<file path="src/rtl/mac_feeder.sv">
// Operand-pair buffer and sequencer that streams a dot-product job into a downstream MAC.
// Define MAC_FEEDER_SKIP_ZERO_EN to suppress mac_enable for pairs with a zero operand.
module mac_feeder #(
   parameter int DEPTH = 8,
   parameter int W     = 10
) (
   input  logic                     clk,
   input  logic                     reset,
   input  logic                     wr_en,
   input  logic [$clog2(DEPTH)-1:0] wr_addr,
   input  logic [W-1:0]             wr_x,
   input  logic [W-1:0]             wr_y,
   input  logic                     start,
   input  logic [$clog2(DEPTH):0]   len,
   input  logic [2*W-1:0]           acc_in,
   output logic                     mac_reset,
   output logic                     mac_enable,
   output logic [W-1:0]             mac_x,
   output logic [W-1:0]             mac_y,
   output logic                     busy,
   output logic                     done,
   output logic [2*W-1:0]           result
);

   localparam int AW = $clog2(DEPTH);
   localparam int CW = AW + 1;

   typedef enum logic [2:0] {IDLE, CLEAR, RUN, DRAIN, DONE} state_e;

   typedef struct packed {
      logic [W-1:0] x;
      logic [W-1:0] y;
   } pair_t;

   state_e         state_q, state_d;
   logic [CW-1:0]  count_q, count_d;
   logic [CW-1:0]  index_q, index_d;
   logic [2*W-1:0] result_q, result_d;
   pair_t          mem_q [DEPTH];
   pair_t          mem_d [DEPTH];
   pair_t          cur_pair;

   // index is one bit wider than the address so the final increment never wraps
   assign cur_pair = mem_q[index_q[AW-1:0]];

   always_comb begin
      state_d  = state_q;
      count_d  = count_q;
      index_d  = index_q;
      result_d = result_q;
      mem_d    = mem_q;
      unique case (state_q)
         IDLE: begin
            if (wr_en) mem_d[wr_addr] = '{x: wr_x, y: wr_y};
            if (start) begin
               count_d = (len > CW'(DEPTH)) ? CW'(DEPTH) : len;
               index_d = '0;
               state_d = CLEAR;
            end
         end
         CLEAR: state_d = (count_q != '0) ? RUN : DRAIN;
         RUN: begin
            index_d = index_q + CW'(1);
            if (index_q == count_q - CW'(1)) state_d = DRAIN;
         end
         DRAIN: begin
            result_d = acc_in;
            state_d  = DONE;
         end
         DONE:    state_d = IDLE;
         default: state_d = IDLE;
      endcase
   end

   always_comb begin
      mac_reset  = (state_q == CLEAR);
      mac_enable = 1'b0;
      mac_x      = '0;
      mac_y      = '0;
      busy       = (state_q != IDLE);
      done       = (state_q == DONE);
      result     = result_q;
      if (state_q == RUN) begin
         mac_x = cur_pair.x;
         mac_y = cur_pair.y;
`ifdef MAC_FEEDER_SKIP_ZERO_EN
         mac_enable = (|cur_pair.x) && (|cur_pair.y);
`else
         mac_enable = 1'b1;
`endif
      end
   end

   // NOTE: entries live in flops, not a RAM macro, because they must read back as zero after reset.
   always_ff @(posedge clk) begin
      if (reset) begin
         state_q  <= IDLE;
         count_q  <= '0;
         index_q  <= '0;
         result_q <= '0;
         for (int i = 0; i < DEPTH; i++) mem_q[i] <= '0;
      end else begin
         state_q  <= state_d;
         count_q  <= count_d;
         index_q  <= index_d;
         result_q <= result_d;
         mem_q    <= mem_d;
      end
   end

endmodule

</file>
<file path="config.mk">
export PLATFORM = sky130hd
export DESIGN_NAME = mac_feeder
export DESIGN_NICKNAME = d
export VERILOG_FILES = /design/src/rtl/mac_feeder.sv
export SDC_FILE = /design/constraint.sdc
export NUM_CORES = 1
export LEC_CHECK = 0
export ABC_CLOCK_PERIOD_IN_PS = 2800
export CORE_ASPECT_RATIO = 1.1
export CORE_UTILIZATION = 55
export DETAILED_ROUTE_END_ITERATION = 8
export PLACE_DENSITY = 0.87
export SLEW_MARGIN = 40
export SYNTH_ARGS = -nofsm -noshare
export SYNTH_HDL_FRONTEND = slang
export SYNTH_SLANG_ARGS = --single-unit
</file>
<file path="constraint.sdc">
create_clock -name clk -period 2.8 [get_ports clk]
set_input_delay 0.56 -clock clk [delete_from_list [all_inputs] [get_ports clk]]
set_output_delay 0.56 -clock clk [all_outputs]
set_load 0.01 [all_outputs]
</file>
==> After elaboration in Yosys (flattened, before gate mapping) <==
Index checks and enable logic that the tools add are counted.
{ "totals": {"reg_bits": 191, "word_cells": 60, "input_bits": 51, "out_inout_bits": 44} }
{ "op_classes": {"n_reduce_logical": 9, "n_addsub": 2, "n_eq_ne": 7, "n_bitwise": 2, "muxes": 16, "order_cmp": 4} }
{ "ops": {"columns": ["cell", "count"], "rows": [
  ["$bwmux 160", 1],
  ["$bmux 20 s3", 1],
  ["$demux 20 s3", 1],
  ["$mux 20", 3],
  ["$mux 10", 2],
  ["$pmux 3 s4", 1],
  ["$ge 4x4->1 const B", 2],
  ["$mux 4", 2],
  ["$not 3->4", 2],
  ["$pmux 4 s2", 1],
  ["$reduce_and 2->1", 4],
  ["$eq 3x2->1 const B", 2],
  ["$mux 3", 2],
  ["$add 4x1->4 const B", 1],
  ["$eq 4x4->1", 1],
  ["$gt 4x4->1 const B", 1],
  ["$lt 4x1->1 const B", 1],
  ["$ne 2x2->1 const B", 2],
  ["$reduce_bool 4->1", 1],
  ["$sub 4x1->4 const B", 1],
  ["$eq 3x1->1 const B", 1],
  ["$eq 3x3->1 const B", 1],
  ["$logic_not 3->1", 1],
  ["$reduce_bool 3->1", 1],
  ["other kinds (3)", 4]
]} }

==> Longest topological paths before layout <==
{ "depth": {"depth_word": 6, "mapped_depth": 6} }

==> Worst setup path after synthesis <==
Ideal clock, no wire load.
{ "synth_timing": {"kind": "reg-to-output", "from": "reg state_q[1]", "to": "out mac_x[0]", "stages_incl_launch_ff": 5, "n_path_buf": 2, "arrival_ns": 1.518, "path_slack_ns": 0.722, "cell_sequence": "dfxtp_1 > or3b_2 > clkbuf_1 > clkbuf_1 > nor3_1"} }
{ "synth_via": {"elab_chain_cells": 2} }
{ "synth_rtl": {"columns": ["element", "line", "text"], "rows": [
  ["start, declared", "35", "state_e state_q, state_d;"],
  ["start signal, assigned", "103", "state_q <= state_d;"],
  ["$eq 3x2->1", "83", "if (state_q == RUN) begin"],
  ["$mux 10", "83", null],
  ["end, declared", "18", "output logic [W-1:0] mac_x,"]
]} }
No other way between the ends.

==> Worst setup path after layout <==
{ "layout_timing": {"from": "reg index_q[1]", "to": "out mac_y[8]"} }
{ "layout_via": {"elab_chain_cells": 5} }
{ "layout_rtl": {"columns": ["element", "line", "text"], "rows": [
  ["start, declared", "37", "logic [CW-1:0] index_q, index_d;"],
  ["start signal, assigned", "105", "index_q <= index_d;"],
  ["$not 3->4 (implied by the code)", "44", "assign cur_pair = mem_q[index_q[AW-1:0]];"],
  ["$bmux 20 s3", "44", null],
  ["$mux 20 (implied by the code) (2 in a row)", "44", null],
  ["$mux 10", "83", null],
  ["end, declared", "19", "output logic [W-1:0] mac_y,"]
]} }
No other way between the ends. The select of a mux whose other input is x is not followed.

==> out/results.tsv <==
metric	value	unit
outcome	completed	
rows	48	
final_cell_mix	dfxtp_1 (189), a21oi_1 (187), nand3_1 (165)	
seq_area_frac_synth	43.16	%
p_per_area	598.2	mW/mm²
worstPathRequired	2.24	ns
io_pins	95	
timing.final.crit_share	99.94	%
path_delay_family	buffers and inverters	
hp-class	flop to flop	
grt_max_degree	89	
r2r_cells	5	
crit_buf_inv	4	
cts_tree	yes	
gp_congestion	0.8502	
max-cap-violations	0	
ctsHoldBuffers	0	
wire_per_inst	22.10	µm
cpMostUsedCell	buf_4	
holdPathStages	2	
peakVddDrop	0.6249	mV
drc	0	
fmax	0.3574	GHz
num-fill-cells	1119	
syn_area_per_cell	8.143	µm²
htreeDepth	4	
worst_setup_path_start_kind	flop	
crit_cells	7	
start_util	56.31	%
hold_viol	0	
totalWireLength	29820	µm
final_cells	1349	
cp_cell_sequence	buf_4 > clkbuf_16 > buf_4 > mux2_2 > o22ai_1 > nor3_1 > dlygate4sd2_1	
first_iter_violations	1747	
r2r_setup_slack	0.66	ns
core-area	0.01574	mm²
cts.path.max_buffers	2	
grt_pass1_wl	43760	µm
maxSlewHeadroom	40.04	%
max_stage_delay	0.39	ns
clock_sinks	191	
cp_data_arrival_time	2.24	ns
ys_types	33	
grt_antenna_before_repair	0	
syn_inst	1088	
cp_slowest_cell	dfxtp_4	
ant_nets	0	
worst_slew_pin_slew	0.8994	ns
portBuffers	94	
clk_pin_slew	0.07	ns
setup_violations	0	
grt_pass1_vias	8419	
synth_seq_cells	191	
leakagePower	3.984	nW
fin_skew	0.006501	ns
root_buffer	clkbuf_16	
endpoint	mac_y[8]	
timing.hold.ws	0.4538	ns
die_h	135.1	µm
ys_warn_count	0	
die_w	123.0	µm
insertedDiodeCount	0	
dp_hpwl	15350	µm
crit_fanout	7	
synthesis.area	0.008860	mm²
grt_usage	34.04	%
maxSlewViolCount	0	
die_area	0.01662	mm²
post-place-cells	1284	
p_total	0.006621	W
fin_nets	1189	
via_per_inst	6.787	
num_vias	9155	
numCtsBuffers	17	
synth_fp_nets	1141	
critPathLaunch	index_q[1]	
setup-tns-final	0	ns
final_util	70.35	%
r2r-start	state_q[2]	
timing.rr.end	mem_q[105]	
grt_overflow	0	
first_pass_iters	6	
endpoint_kind	primary output	
final_common_cell	dfxtp_1	
clock_latency	0.43	ns
drive_gt1_share	19.41	%
crit_type	flop to primary output	
fin_crit	2.798	ns
area_growth	24.94	%
report_power, final:
| part | internal, W | total [W] | switching [W] |
|---|---|---|---|
| clock network | 0.00142 | 0.00253 | 0.00111 |
| registers | 0.00280 | 0.00284 | 0.0000489 |
| logic | 0.000452 | 0.00125 | 0.000799 |
Yosys cell counts:
cell type    n  area (µm²)
inv_1        4       15.01
or4b_1       1       10.01
nand2b_1     3       18.77
dfxtp_1    191        3824
nand3_1    165       825.8
or3_1        4       25.02
o2111ai_1    1       8.760
xnor2_1      3       26.28
o22ai_1     40       250.2
clkbuf_1   110       412.9
nor4bb_1     1       10.01
xnor3_1      1       22.52
buf_2       19       95.09
o21ai_0    160       800.8
nor4b_4      1       23.77
o31ai_1      1       7.510
or2_2        1       6.260
nor3b_1      5       37.54
nor2_1       4       15.01
or3b_2       4       35.03
a21oi_1    187       935.9
nand3b_1     7       52.55
buf_4       11       82.58
nor3_1      23       115.1
o211ai_1     2       15.01
nand2_1     47       176.4
and3b_1      4       35.03
ha_1         2       25.02
xor2_1       2       17.52
mux2_2      80       900.9
or4b_2       1       10.01
nor4b_1      2       17.52
and3_1       1       6.260
sequential cells by signal (all words and copies together), names as in the netlist:
name and count:
mem_q 160, result 20, count_q 4, index_q 4, state_q 3
layer usage:
layer / vias to the layer above / global-route usage [%] / part of all wire [%]
li1: 4021 / - / -
met1: 4283 / 43.57 / 38
met2: 712 / 53.06 / 45
met3: 139 / 9.122 / 13
met4: 0 / 16.06 / 4.1
met5: - / 0 / 0
stage by stage:
stage          area [µm²]  setup WS (ns)
4_1_cts             10770       -0.02048
2_1_floorplan        8860         0.7223
6_report            11070       0.001693
3_3_place_gp         9942         0.2662
3_5_place_dp         9942         0.2008
5_1_grt             11070       -0.02167
tightest hold or removal path, stage by stage, from the launching register on:
cell     delay (ns)
dfxtp_1        0.31
nand2_1        0.05
a21oi_1        0.05
cells by family (layout without fill, tap and decap cells):
group | Yosys count | count (layout) | synth area share (%)
AOI/OAI and AO/OA | 391 | 391 | 22.78
and+or+nand+nor | 274 | 277 | 16.03
DFF | 191 | 191 | 43.16
buffers and inverters | 144 | 202 | 6.835
muxes | 80 | 80 | 10.17
xor gates and xnor gates | 6 | 6 | 0.7486
adders and majority gates | 2 | 2 | 0.2824
cell type report:
class	count	area, µm²	area share, %
Multi-Input combinational cell	756	4622	41.75
Clock inverter	14	183.9	1.662
Clock buffer	18	429.2	3.877
Tap cell	200	250.2	2.261
Timing Repair Buffer	166	1740	15.72
Inverter	4	15.01	0.1356
Sequential cell	191	3829	34.59
what timing repair did:
action                     4_1_cts  5_1_grt
cloned                           2        5
pin swaps                        2        2
buffers inserted                 5       20
setup endpoints to repair       21       11
resized for setup               34       16
how the worst min path moves through the flow:
stage	from	endpoint	slack, ns
final	result[15]	result[15]	0.45
after CTS	result[4]	result[4]	0.46
after global placement	result[19]	result[19]	0.44
after floorplan	count_q[1]	count_q[1]	0.45
after detailed placement	result[5]	result[5]	0.45
after global routing	result[9]	result[9]	0.47
Power figures use the tool's default switching activity.
